## src/rtl/sonar_ranger_if.sv

```systemverilog
// sonar_ranger_if: sensor pins and result bus of the HC-SR04 ranging controller.
// The ranger owns the master side; the sensor/downstream logic sits on slave.
interface sonar_ranger_if;
    logic       en;
    logic       s1_echo;
    logic       s1_trig;
    logic [9:0] dist_cm;
    logic       dist_vld;
    logic       timeout;
    logic       busy;

    modport master (
        input  en,
        input  s1_echo,
        output s1_trig,
        output dist_cm,
        output dist_vld,
        output timeout,
        output busy
    );

    modport slave (
        output en,
        output s1_echo,
        input  s1_trig,
        input  dist_cm,
        input  dist_vld,
        input  timeout,
        input  busy
    );
endinterface

```

## src/rtl/sonar_ranger.sv

```systemverilog
// sonar_ranger: HC-SR04 ranging controller running on the 1 MHz clock (1 tick = 1 us).
// Fires a TRIG_US trigger every PERIOD_US cycles while enabled, times the
// synchronised echo and publishes whole centimetres as (w*1130)>>16 (about w/58).
// Build option SONAR_AVG_EN: report the mean of the last four valid distances
// instead of the raw value; dist_vld then arrives one cycle later.
module sonar_ranger #(
    parameter int TRIG_US    = 10,
    parameter int PERIOD_US  = 60000,
    parameter int TIMEOUT_US = 38000,
    parameter int CNT_W      = 16
) (
    input  logic           clk_1m,
    input  logic           rst,
    sonar_ranger_if.master bus
);

    typedef enum logic [2:0] {
        IDLE,
        TRIG,
        WAIT_RISE,
        MEASURE,
        CALC,
        HOLD
    } state_t;

    // The period counter already reads 0 in the first TRIG cycle, and the
    // IDLE cycle before TRIG is part of the period, so HOLD releases one
    // count early to land trigger rises exactly PERIOD_US apart.
    localparam logic [CNT_W-1:0] TRIG_LAST    = CNT_W'(TRIG_US - 1);
    localparam logic [CNT_W-1:0] HOLD_LAST    = CNT_W'(PERIOD_US - 2);
    localparam logic [CNT_W-1:0] WAIT_LAST    = CNT_W'(TIMEOUT_US - 1);
    localparam logic [CNT_W-1:0] WIDTH_LIMIT  = CNT_W'(TIMEOUT_US);
    localparam logic [CNT_W-1:0] CNT_MAX      = '1;
    localparam logic [26:0]      CM_SCALE     = 27'd1130;

    state_t           state_q, state_d;
    logic [CNT_W-1:0] period_q, period_d;
    logic [CNT_W-1:0] echo_cnt_q, echo_cnt_d;
    logic [CNT_W-1:0] width_q, width_d;
    logic             sync1_q, echo_s_q, echo_prev_q;
    logic             echo_rise, echo_fall;
    logic             s1_trig_q, busy_q;
    logic             timeout_q, timeout_d;
    logic             calc_go;
    logic [9:0]       dist_cm_q, dist_cm_d;
    logic             dist_vld_q, dist_vld_d;
    logic [26:0]      cm_prod;
    logic [9:0]       raw_cm;
    logic             unused_prod_bits;

    // Two-flop synchroniser for the raw echo, plus one more stage for edges.
    always_ff @(posedge clk_1m) begin
        if (rst) begin
            sync1_q     <= 1'b0;
            echo_s_q    <= 1'b0;
            echo_prev_q <= 1'b0;
        end else begin
            sync1_q     <= bus.s1_echo;
            echo_s_q    <= sync1_q;
            echo_prev_q <= echo_s_q;
        end
    end

    assign echo_rise = echo_s_q & ~echo_prev_q;
    assign echo_fall = ~echo_s_q & echo_prev_q;

    // Next state, counters and the timeout pulse.
    always_comb begin
        state_d    = state_q;
        period_d   = (period_q == CNT_MAX) ? period_q : period_q + 1'b1;
        echo_cnt_d = echo_cnt_q;
        width_d    = width_q;
        timeout_d  = 1'b0;
        calc_go    = 1'b0;
        unique case (state_q)
            IDLE: begin
                period_d = period_q;
                if (bus.en) begin
                    state_d  = TRIG;
                    period_d = '0;
                end
            end
            TRIG: begin
                if (period_q == TRIG_LAST) begin
                    state_d    = WAIT_RISE;
                    echo_cnt_d = '0;
                end
            end
            WAIT_RISE: begin
                echo_cnt_d = echo_cnt_q + 1'b1;
                if (echo_rise) begin
                    // The cycle showing the rise already has echo high, so
                    // the width count restarts at one rather than zero.
                    state_d    = MEASURE;
                    echo_cnt_d = CNT_W'(1);
                end else if (echo_cnt_q == WAIT_LAST) begin
                    state_d   = HOLD;
                    timeout_d = 1'b1;
                end
            end
            MEASURE: begin
                if (echo_fall) begin
                    state_d = CALC;
                    width_d = echo_cnt_q;
                end else if (echo_cnt_q == WIDTH_LIMIT) begin
                    state_d   = HOLD;
                    timeout_d = 1'b1;
                end else if (echo_s_q) begin
                    echo_cnt_d = echo_cnt_q + 1'b1;
                end
            end
            CALC: begin
                calc_go = 1'b1;
                state_d = HOLD;
            end
            HOLD: begin
                // >= covers measurements that overran the period; the
                // counter saturates instead of wrapping in that case.
                if (period_q >= HOLD_LAST) begin
                    state_d = IDLE;
                end
            end
            default: state_d = IDLE;
        endcase
    end

    // State, counters and registered control outputs.
    always_ff @(posedge clk_1m) begin
        if (rst) begin
            state_q    <= IDLE;
            period_q   <= '0;
            echo_cnt_q <= '0;
            width_q    <= '0;
            s1_trig_q  <= 1'b0;
            busy_q     <= 1'b0;
            timeout_q  <= 1'b0;
        end else begin
            state_q    <= state_d;
            period_q   <= period_d;
            echo_cnt_q <= echo_cnt_d;
            width_q    <= width_d;
            s1_trig_q  <= (state_d == TRIG);
            busy_q     <= (state_d != IDLE);
            timeout_q  <= timeout_d;
        end
    end

    // Centimetres = floor(w * 1130 / 65536); at most 655, so no saturation.
    assign cm_prod          = 27'(width_q) * CM_SCALE;
    assign raw_cm           = cm_prod[25:16];
    assign unused_prod_bits = ^{cm_prod[26], cm_prod[15:0]};

`ifdef SONAR_AVG_EN
    logic [3:0][9:0] hist_q, hist_d;
    logic [11:0]     sum_q, sum_d;
    logic            primed_q, primed_d;
    logic            avg_pend_q;
    logic            unused_sum_bits;

    assign unused_sum_bits = ^sum_q[1:0];

    // Running four-sample sum; the first sample after reset fills all slots.
    always_comb begin
        hist_d     = hist_q;
        sum_d      = sum_q;
        primed_d   = primed_q;
        dist_cm_d  = dist_cm_q;
        dist_vld_d = avg_pend_q;
        if (calc_go) begin
            primed_d = 1'b1;
            if (!primed_q) begin
                hist_d = {4{raw_cm}};
                sum_d  = {raw_cm, 2'b00};
            end else begin
                hist_d = {hist_q[2:0], raw_cm};
                sum_d  = sum_q - {2'b00, hist_q[3]} + {2'b00, raw_cm};
            end
        end
        if (avg_pend_q) begin
            dist_cm_d = sum_q[11:2];
        end
    end

    // History registers; the mean is published one cycle after CALC.
    always_ff @(posedge clk_1m) begin
        if (rst) begin
            hist_q     <= '0;
            sum_q      <= '0;
            primed_q   <= 1'b0;
            avg_pend_q <= 1'b0;
        end else begin
            hist_q     <= hist_d;
            sum_q      <= sum_d;
            primed_q   <= primed_d;
            avg_pend_q <= calc_go;
        end
    end
`else
    // Raw result is published straight out of CALC.
    always_comb begin
        dist_cm_d  = calc_go ? raw_cm : dist_cm_q;
        dist_vld_d = calc_go;
    end
`endif

    // Published distance and its strobe.
    always_ff @(posedge clk_1m) begin
        if (rst) begin
            dist_cm_q  <= '0;
            dist_vld_q <= 1'b0;
        end else begin
            dist_cm_q  <= dist_cm_d;
            dist_vld_q <= dist_vld_d;
        end
    end

    assign bus.s1_trig  = s1_trig_q;
    assign bus.busy     = busy_q;
    assign bus.timeout  = timeout_q;
    assign bus.dist_cm  = dist_cm_q;
    assign bus.dist_vld = dist_vld_q;

endmodule

```

## src/flat_wrapper.sv

```systemverilog
// flat-port wrapper written by rule: the top's interface ports become plain ports
module sonar_ranger_flat 
#(
    parameter int TRIG_US    = 10,
    parameter int PERIOD_US  = 60000,
    parameter int TIMEOUT_US = 38000,
    parameter int CNT_W      = 16
)
  (clk_1m, rst, bus_en, bus_s1_echo, bus_s1_trig, bus_dist_cm, bus_dist_vld, bus_timeout, bus_busy);
  sonar_ranger_if bus_i ();
  input  logic clk_1m;
  input  logic rst;
  input wire logic [$bits(bus_i.en)-1:0] bus_en;
  input wire logic [$bits(bus_i.s1_echo)-1:0] bus_s1_echo;
  output wire logic [$bits(bus_i.s1_trig)-1:0] bus_s1_trig;
  output wire logic [$bits(bus_i.dist_cm)-1:0] bus_dist_cm;
  output wire logic [$bits(bus_i.dist_vld)-1:0] bus_dist_vld;
  output wire logic [$bits(bus_i.timeout)-1:0] bus_timeout;
  output wire logic [$bits(bus_i.busy)-1:0] bus_busy;
  assign bus_i.en = bus_en;
  assign bus_i.s1_echo = bus_s1_echo;
  assign bus_s1_trig = bus_i.s1_trig;
  assign bus_dist_cm = bus_i.dist_cm;
  assign bus_dist_vld = bus_i.dist_vld;
  assign bus_timeout = bus_i.timeout;
  assign bus_busy = bus_i.busy;
  sonar_ranger #(.TRIG_US(TRIG_US), .PERIOD_US(PERIOD_US), .TIMEOUT_US(TIMEOUT_US), .CNT_W(CNT_W)) u_core (.clk_1m(clk_1m), .rst(rst), .bus(bus_i));
endmodule
```

## config.mk

```make
export PLATFORM = sky130hd
export DESIGN_NAME = sonar_ranger_flat
export DESIGN_NICKNAME = d
export VERILOG_FILES = /design/src/rtl/sonar_ranger_if.sv /design/src/rtl/sonar_ranger.sv /design/src/flat_wrapper.sv
export SDC_FILE = /design/constraint.sdc
export NUM_CORES = 1
export LEC_CHECK = 0
export CAP_MARGIN = 20
export CORE_AREA = 2 2 88 174
export CTS_CLUSTER_SIZE = 24
export DETAILED_ROUTE_END_ITERATION = 10
export DIE_AREA = 0 0 90 176
export PLACE_DENSITY_LB_ADDON = 0.08
export REMOVE_ABC_BUFFERS = 1
export SYNTH_ARGS = -nofsm -noshare
export SYNTH_HDL_FRONTEND = slang
export SYNTH_SLANG_ARGS = --single-unit
export TNS_END_PERCENT = 10
```

## constraint.sdc

```tcl
create_clock -name clk_1m -period 4.5 [get_ports clk_1m]
set_input_delay 0.675 -clock clk_1m [delete_from_list [all_inputs] [get_ports clk_1m]]
set_output_delay 0.675 -clock clk_1m [all_outputs]
set_load 0.005 [all_outputs]
```

-- Word level (Yosys, flattened, before mapping)
Index checks and enable logic that the tools add are counted.
- multiplexer cells: 23
- bitwise logic cells: 4
- reductions and logical operators: 6
- $lt $le $gt $ge: 1
- multipliers: 1
- add/sub/neg operators: 2
- equality and inequality tests: 16
- operator list (cell ; count):
    $mux 16 ; 8
    $eq 16x16->1 const B ; 3
    $pmux 16 s3 ; 1
    $add 16x1->16 const B ; 2
    $mul 16x10->25 const B ; 1
    $mux 3 ; 7
    $pmux 3 s6 ; 1
    $eq 16x4->1 const B ; 1
    $ge 16x16->1 const B ; 1
    $ne 2x2->1 const B ; 4
    $eq 3x1->1 const B ; 2
    $eq 3x2->1 const B ; 2
    $eq 3x3->1 const B ; 2
    $reduce_bool 3->1 ; 2
    $mux 1 ; 5
    $reduce_and 5->1 ; 1
    $ne 2x1->1 const B ; 2
    $reduce_and 2->1 ; 2
    $logic_not 3->1 ; 1
    $and 1x1->1 ; 2
    $not 1->1 ; 2
    $pmux 1 s2 ; 1
- bits of input ports: 4
- output and inout port bits: 14
- flip-flop bits (word level): 68

-- Depth between registers and ports, before layout
Gate-level depths: netlist of the first run.
- depth in word-level cells: 5
- mapped depth: 16
- gate-level depth less buffers: 16

-- Least setup slack after synthesis of the first run
OpenSTA, ideal clock, no wires.
- path type: reg-to-reg
- from: register u_core.width_q[6]
- to: register u_core.dist_cm_q[6], in the netlist u_core.bus.dist_cm[6]
- stages on the path, launching flop included: 17
- arrival: 4396 ps
- required time: 4383 ps
- clock period less this slack: 4514 ps
- setup time: 117 ps
- path slack: -14 ps
- cell sequence: dfxtp_1 -> ha_1 -> ha_1 -> inv_1 -> fa_1 -> inv_1 -> fa_1 -> inv_1 -> fa_1 -> inv_1 -> ha_1 -> a21o_1 -> a31o_2 -> o311ai_0 -> a211oi_1 -> or3_1 -> a32o_1
- cells in the longest elaborated chain, start to end: 1
- ends and longest elaborated chain (what ; line ; RTL):
    start: declaration ; sonar_ranger.sv:39 ; logic [CNT_W-1:0] width_q, width_d;
    start signal: assignment ; sonar_ranger.sv:141 ; width_q <= width_d;
    $mul 16x10->25 ; sonar_ranger.sv:149 ; assign cm_prod = 27'(width_q) * CM_SCALE;
    end signal: assignment ; sonar_ranger.sv:212 ; dist_cm_q <= dist_cm_d;
    end: declaration ; sonar_ranger.sv:45 ; logic [9:0] dist_cm_q, dist_cm_d;
No other way between the ends.
A chain may end at the register's enable or synchronous reset.

-- Final worst setup path of the first run
- from: register u_core.width_q[10]
- to: register u_core.dist_cm_q[8], in the netlist u_core.bus.dist_cm[8]
Same word-level chain as after synthesis.

==> results of run 1 <==
## how the worst max path moves through the flow
| stage | from | end | slack, ns | depth (start not counted) |
|---|---|---|---|---|
| after floorplan | u_core.width_q[6] | u_core.bus.dist_cm[6] | -0.01 | 16 |
| after global placement | u_core.width_q[5] | u_core.bus.dist_cm[8] | -0.30 | 17 |
| after detailed placement | u_core.width_q[5] | u_core.bus.dist_cm[8] | -0.36 | 17 |
| after CTS | u_core.width_q[5] | u_core.bus.dist_cm[6] | -0.06 | 17 |
| after global routing | u_core.width_q[10] | u_core.bus.dist_cm[8] | -0.10 | 13 |
| final | u_core.width_q[10] | u_core.bus.dist_cm[8] | 0.11 | 13 |
## worst max-delay path, cell delays in order, from the launching register on
cell	delay, ns
dfxtp_1	0.40
ha_1	0.26
ha_1	0.30
fa_1	0.51
fa_1	0.57
fa_1	0.43
ha_1	0.34
buf_4	0.15
a21oi_1	0.28
and2_4	0.23
buf_4	0.14
a2111oi_4	0.09
or3_1	0.35
a32o_1	0.24
## metrics by stage
stage          total power, uW  hold slack [ns]  cells  setup WS, ns  utilization
2_1_floorplan              652            0.414    631       -0.0137            -
3_5_place_dp               676            0.436    882        -0.360        0.437
6_report                  1490            0.446    899         0.106        0.476
5_1_grt                   1540            0.465    899        -0.100        0.476
4_1_cts                   1500            0.453    898       -0.0622        0.462
3_3_place_gp               675            0.430    882        -0.305        0.437
## area by class of cell
cell class,instances,area (um^2)
well taps,192,240
repair buffers,60,500
multi-input cells,495,4160
clock buffers,10,229
fillers,1430,7560
flip-flops and latches,68,1370
clock inverters,6,111
inverters,68,255
## timing repair
action                                  4_1_cts  5_1_grt
pin swaps                                     1       20
setup buffers                                 0        1
gates resized for setup                       7       37
endpoints found under the setup margin        5        9
## report_power, final
| part | total [uW] | internal, uW | switching [uW] |
|---|---|---|---|
| Clock | 824 | 543 | 281 |
| Sequential | 613 | 606 | 6.59 |
| Combinational | 49.7 | 16.7 | 32.9 |
## cells in the mapped netlist, drive strengths merged (8+ instances only)
library cell	number	area share
a21oi	46	0.040
and3	9	0.010
buf	8	0.012
clkbuf	12	0.011
dfxtp	68	0.24
fa	33	0.12
ha	88	0.19
inv	68	0.045
nand2	69	0.045
nand3	19	0.017
nand4	15	0.016
nor2	48	0.034
nor3	20	0.024
nor4	10	0.014
o21ai	29	0.027
xnor2	17	0.026
xor2	10	0.015
## kinds of logic after synthesis
kind of cell,Yosys count
AOI/OAI and AO/OA,119
xor gates and xnor gates,27
adders and majority gates,121
buffers and inverters,88
DFF,68
muxes,3
and+or+nand+nor,225
## flip-flops by register name, summed over array words and instances, names as in the netlist
register             cells
u_core.bus.busy          1
u_core.bus.dist_cm      10
u_core.bus.dist_vld      1
u_core.bus.s1_trig       1
u_core.bus.timeout       1
u_core.echo_cnt_q       16
u_core.echo_prev_q       1
u_core.echo_s_q          1
u_core.period_q         16
u_core.state_q           3
u_core.sync1_q           1
u_core.width_q          16
## routing by layer
| metal | vias up | wire length, um | share of wire |
|---|---|---|---|
| met5 | - | 0 | 0 |
| met4 | 0 | 512 | 0.035 |
| met3 | 30 | 305 | 0.021 |
| met2 | 92 | 8850 | 0.60 |
| met1 | 2318 | 5010 | 0.34 |
| li1 | 2377 | - | - |
==> results by group, run 1 <==
Floorplanning
  – Initial core utilization: 0.396
  – Floorplan die height: 176 um
  – Core Box Area: 14400 um^2
  – Die outline area: 15800 um^2
  – Die width: 90 um
  – I/O pins: 18
  – Placement row count: 62

Min path
  – Number of cells on the worst hold path: 1
  – Worst Hold Endpoint: u_core.echo_s_q
  – Hold_sp: u_core.sync1_q
  – Min-delay worst type: register to register

Yosys
  – Number of enable-type register cells in the synthesized netlist: 0
  – Simple-gate portion of the synthesized area: 0.207
  – Part of the Yosys area used for sequential elements: 0.238
  – Post-Syn Area: 5710 um^2
  – Synthesized instance count: 651
  – Count of yosys warnings during synthesis: 0
  – Primary FF master, synth: dfxtp_1
  – Mapped Avg Cell Area: 8.77 um^2
  – Post-synthesis adder-cell area fraction: 0.309
  – Dominant combinational cell family by area after synthesis: adder cells
  – Flop and latch count out of synthesis: 68
  – Post-synthesis cell type count: 61
  – Async set-reset flop share out of synthesis: 0
  – Multiplexer share of the synthesized area: 0.00548
  – XOR/XNOR share of the synthesized area: 0.0414
  – Compound-Gate Fraction of Synth Area: 0.131

CTS
  – CTS H-tree lvls: 3
  – Clock root buffer master: clkbuf_16
  – Clock-pin transition on the worst setup and hold timing paths: 0.06 ns
  – CTS Buf Count: 9
  – Num Clock Sinks: 68
  – Clock insertion delay at the later pin of the skew report: 0.33 ns
  – Number of hold buffers added after cts: 0
  – Maximum clock path buffer count: 2
  – Clock tree from TritonCTS: done

Routing
  – First-pass iteration count of the detailed router: 5
  – Residual antenna-violating net count after detailed routing: 0
  – Detailed-route via count: 4817
  – Detailed-route DRC error count: 0
  – Routed Wire Length: 14.7 mm
  – Number of DRC markers in iteration 0: 138
  – Routed length per instance: 16.3 um
  – Per-cell via count in the routed design: 5.36

Timing
  – Setup TNS: 0 ns
  – Relative slew slack: 0.347
  – Time the final worst path needs with I/O delays and setup: 4.39 ns
  – Clock Skews: 0.0114 ns
  – Total setup violations reported at the end of the flow: 0
  – Maximum operating frequency: 228 MHz
  – Pins over their slew limit: 0
  – Transition time of the tightest slew-check pin: 0.975 ns
  – Number of hold violations in the final report: 0
  – Tcrit/Tclk final: 0.976

Power
  – Power per standard cell area: 217 nW/um^2
  – VDD IR max: 203 uV
  – Leakage power total: 0.00301 uW

Global routing
  – Antenna violations before repair: 0
  – Most used routing layer in global routing: met2
  – Met1 Track Usage GR: 0.172
  – Pin count of the biggest net entering global routing: 29
  – GR met3 Demand/Resource: 0.0209
  – Overall overflow remaining after global route: 0
  – Routing usage on met2: 0.410
  – Via count of the first global-routing pass: 5125
  – Global-route wire length before repair: 24.2 mm
  – Global-route usage over all layers: 0.192

Critical path
  – Endpoint of the worst register-to-register path: u_core.bus.dist_cm[8]
  – Setup slack on the worst flop-to-flop path: 0.11 ns
  – CP Max Fanout: 4
  – CP Data Required Time: 4.72 ns
  – R2R cell count: 13
  – Worst EP arrival: 4.62 ns
  – Critical path class: register to register
  – Element type at the critical path end: register
  – Sort of element at the start of the critical path: register
  – Worst r2r src: u_core.width_q[10]

Placement
  – Placed cell area: 6300 um^2
  – Estimated wirelength of the detail-placed design: 11.9 mm
  – IO Port Bufs: 17
  – Routability-driven placement congestion ratio: 0.933

Finish
  – Diodes inserted: 0
  – Area delta synth->final: 20.3%
  – Net count of the finished layout: 827
  – Most common cell after layout, fill and taps aside: ha_1
  – Leading cell types in the layout, fill and taps excluded: 79 x ha_1, 68 x nand2_1, 65 x inv_1
  – Fraction of final layout cells sized beyond drive strength 1: 0.160
  – Finished layout cell area: 6860 um^2

Status
  – Result of the run: finished, final reports clean

Job
  – Maximum capacitance violations: 0
No activity file was read; power rests on OpenSTA's default activity.
==> run 2: changes to the inputs <==
--- a/config.mk
+++ b/config.mk
@@ -7,6 +7,7 @@
 export LEC_CHECK = 0
 export CAP_MARGIN = 20
 export CORE_AREA = 2 2 88 174
+export CTS_BUF_LIST = sky130_fd_sc_hd__clkbuf_16
 export CTS_CLUSTER_SIZE = 24
 export DETAILED_ROUTE_END_ITERATION = 10
 export DIE_AREA = 0 0 90 176
==> results by group, run 2 (same netlist as run 1, synthesis figures left out) <==
Status
  – Result of the run: finished, final reports clean

Critical path
  – Element type at the critical path end: register
  – Critical path class: register to register
  – Worst r2r src: u_core.width_q[10]
  – R2R cell count: 13
  – CP Max Fanout: 4
  – Setup slack on the worst flop-to-flop path: 0.11 ns
  – CP Data Required Time: 4.72 ns
  – Sort of element at the start of the critical path: register
  – Worst EP arrival: 4.62 ns
  – Endpoint of the worst register-to-register path: u_core.bus.dist_cm[8]

Placement
  – Placed cell area: 6300 um^2
  – Estimated wirelength of the detail-placed design: 11.9 mm
  – Routability-driven placement congestion ratio: 0.933
  – IO Port Bufs: 17
  – Number of instances in the placed design: 882

Floorplanning
  – Core Box Area: 14400 um^2
  – Initial core utilization: 0.396
  – Placement row count: 62
  – Die width: 90 um
  – I/O pins: 18
  – Die outline area: 15800 um^2
  – Floorplan die height: 176 um

Min path
  – Worst Hold Endpoint: u_core.echo_s_q
  – Min-delay worst type: register to register
  – Hold_sp: u_core.sync1_q
  – Number of cells on the worst hold path: 1

Finish
  – Area delta synth->final: 20.3%
  – Diodes inserted: 0
  – Non-Filler Instances: 899
  – Most common cell after layout, fill and taps aside: ha_1
  – Biggest registers after layout: u_core.echo_cnt_q x16, u_core.period_q x16, u_core.width_q x16
  – Final core utilization: 0.476
  – Finished layout cell area: 6860 um^2
  – Fraction of final layout cells sized beyond drive strength 1: 0.160
  – Net count of the finished layout: 827
  – Leading cell types in the layout, fill and taps excluded: 79 x ha_1, 68 x nand2_1, 66 x inv_1

Power
  – VDD IR max: 203 uV
  – Power per standard cell area: 216 nW/um^2
  – PnR Total Power: 1480 uW
  – Leakage power total: 0.00301 uW

Routing
  – Detailed-route via count: 4819
  – Routed Wire Length: 14.7 mm
  – Per-cell via count in the routed design: 5.36
  – First-pass iteration count of the detailed router: 5
  – Detailed-route DRC error count: 0
  – Routed length per instance: 16.3 um
  – Residual antenna-violating net count after detailed routing: 0
  – Number of DRC markers in iteration 0: 139

CTS
  – Clock tree from TritonCTS: done
  – Num Clock Sinks: 68
  – Clock root buffer master: clkbuf_16
  – Maximum clock path buffer count: 2
  – Clock insertion delay at the later pin of the skew report: 0.33 ns
  – CTS Buf Count: 9
  – CTS H-tree lvls: 3
  – Clock-pin transition on the worst setup and hold timing paths: 0.06 ns
  – Number of hold buffers added after cts: 0

Global routing
  – Antenna violations before repair: 0
  – Via count of the first global-routing pass: 5125
  – Pin count of the biggest net entering global routing: 29
  – Overall overflow remaining after global route: 0
  – Global-route usage over all layers: 0.192
  – Global-route wire length before repair: 24.2 mm

Timing
  – Time the final worst path needs with I/O delays and setup: 4.39 ns
  – Maximum operating frequency: 228 MHz
  – Final Hold Slack: 0.446 ns
  – Transition time of the tightest slew-check pin: 0.975 ns
  – Number of hold violations in the final report: 0
  – Clock Skews: 0.0114 ns
  – Relative slew slack: 0.347
  – Pins over their slew limit: 0
  – Total setup violations reported at the end of the flow: 0
  – Tcrit/Tclk final: 0.976

Job
  – Maximum capacitance violations: 0
[run 2: critical path, stage by stage (launching register included)]
cell and delay, ns:
dfxtp_1 0.40, ha_1 0.26, ha_1 0.30, fa_1 0.51, fa_1 0.57, fa_1 0.43
ha_1 0.34, buf_4 0.15, a21oi_1 0.28, and2_4 0.23, buf_4 0.14, a2111oi_4 0.09
or3_1 0.35, a32o_1 0.24
[run 2: how the worst max path moves through the flow]
stage,start,cells past startpoint,to
after global placement,u_core.width_q[5],17,u_core.bus.dist_cm[8]
after detailed placement,u_core.width_q[5],17,u_core.bus.dist_cm[8]
after floorplan,u_core.width_q[6],16,u_core.bus.dist_cm[6]
after CTS,u_core.width_q[5],17,u_core.bus.dist_cm[6]
final,u_core.width_q[10],13,u_core.bus.dist_cm[8]
after global routing,u_core.width_q[10],13,u_core.bus.dist_cm[8]
[run 2: layout make-up]
| class | instances | area [um^2] |
|---|---|---|
| Clock inverter | 7 | 115 |
| Inverter | 68 | 255 |
| Multi-Input combinational cell | 495 | 4160 |
| Tap cell | 192 | 240 |
| Sequential cell | 68 | 1370 |
| Clock buffer | 9 | 225 |
| Timing Repair Buffer | 60 | 500 |
| Fill cell | 1430 | 7560 |
[run 2: per-stage QoR]
stage / setup WS (ns) / TNS, ns
final: 0.106 / 0
after global routing: -0.100 / -0.142
after CTS: -0.0622 / -0.120
after detailed placement: -0.360 / -0.620
after global placement: -0.305 / -0.483
after floorplan: -0.0137 / -0.0137
[run 2: repair_timing]
action | CTS | global route
resized for setup | 7 | 37
cloned | 0 | 0
pin swaps | 1 | 20
endpoints found under the setup margin | 5 | 9
setup buffers | 0 | 1
[run 2: metal layers]
metal / routed length, um / up-vias / track usage / share of wire
met4: 512 / 0 / 0.0846 / 0.035
met5: 0 / - / 0 / 0
met2: 8850 / 92 / 0.410 / 0.60
met3: 305 / 30 / 0.0209 / 0.021
li1: - / 2377 / - / -
met1: 5010 / 2320 / 0.172 / 0.34
[run 2: where the power goes]
part / switching, uW / leakage (uW) / internal (uW)
logic: 32.9 / 0.00229 / 16.7
clock network: 282 / 0.000167 / 541
registers: 6.59 / 0.000552 / 606
==> run 3: changes to the inputs <==
--- a/config.mk
+++ b/config.mk
@@ -11,6 +11,7 @@
 export CTS_CLUSTER_SIZE = 24
 export DETAILED_ROUTE_END_ITERATION = 10
 export DIE_AREA = 0 0 90 176
+export HOLD_SLACK_MARGIN = 0.02
 export PLACE_DENSITY_LB_ADDON = 0.08
 export REMOVE_ABC_BUFFERS = 1
 export SYNTH_ARGS = -nofsm -noshare
==> results of run 3 <==
Same layout as run 2: the final DEF is identical, and so are final timing and power.
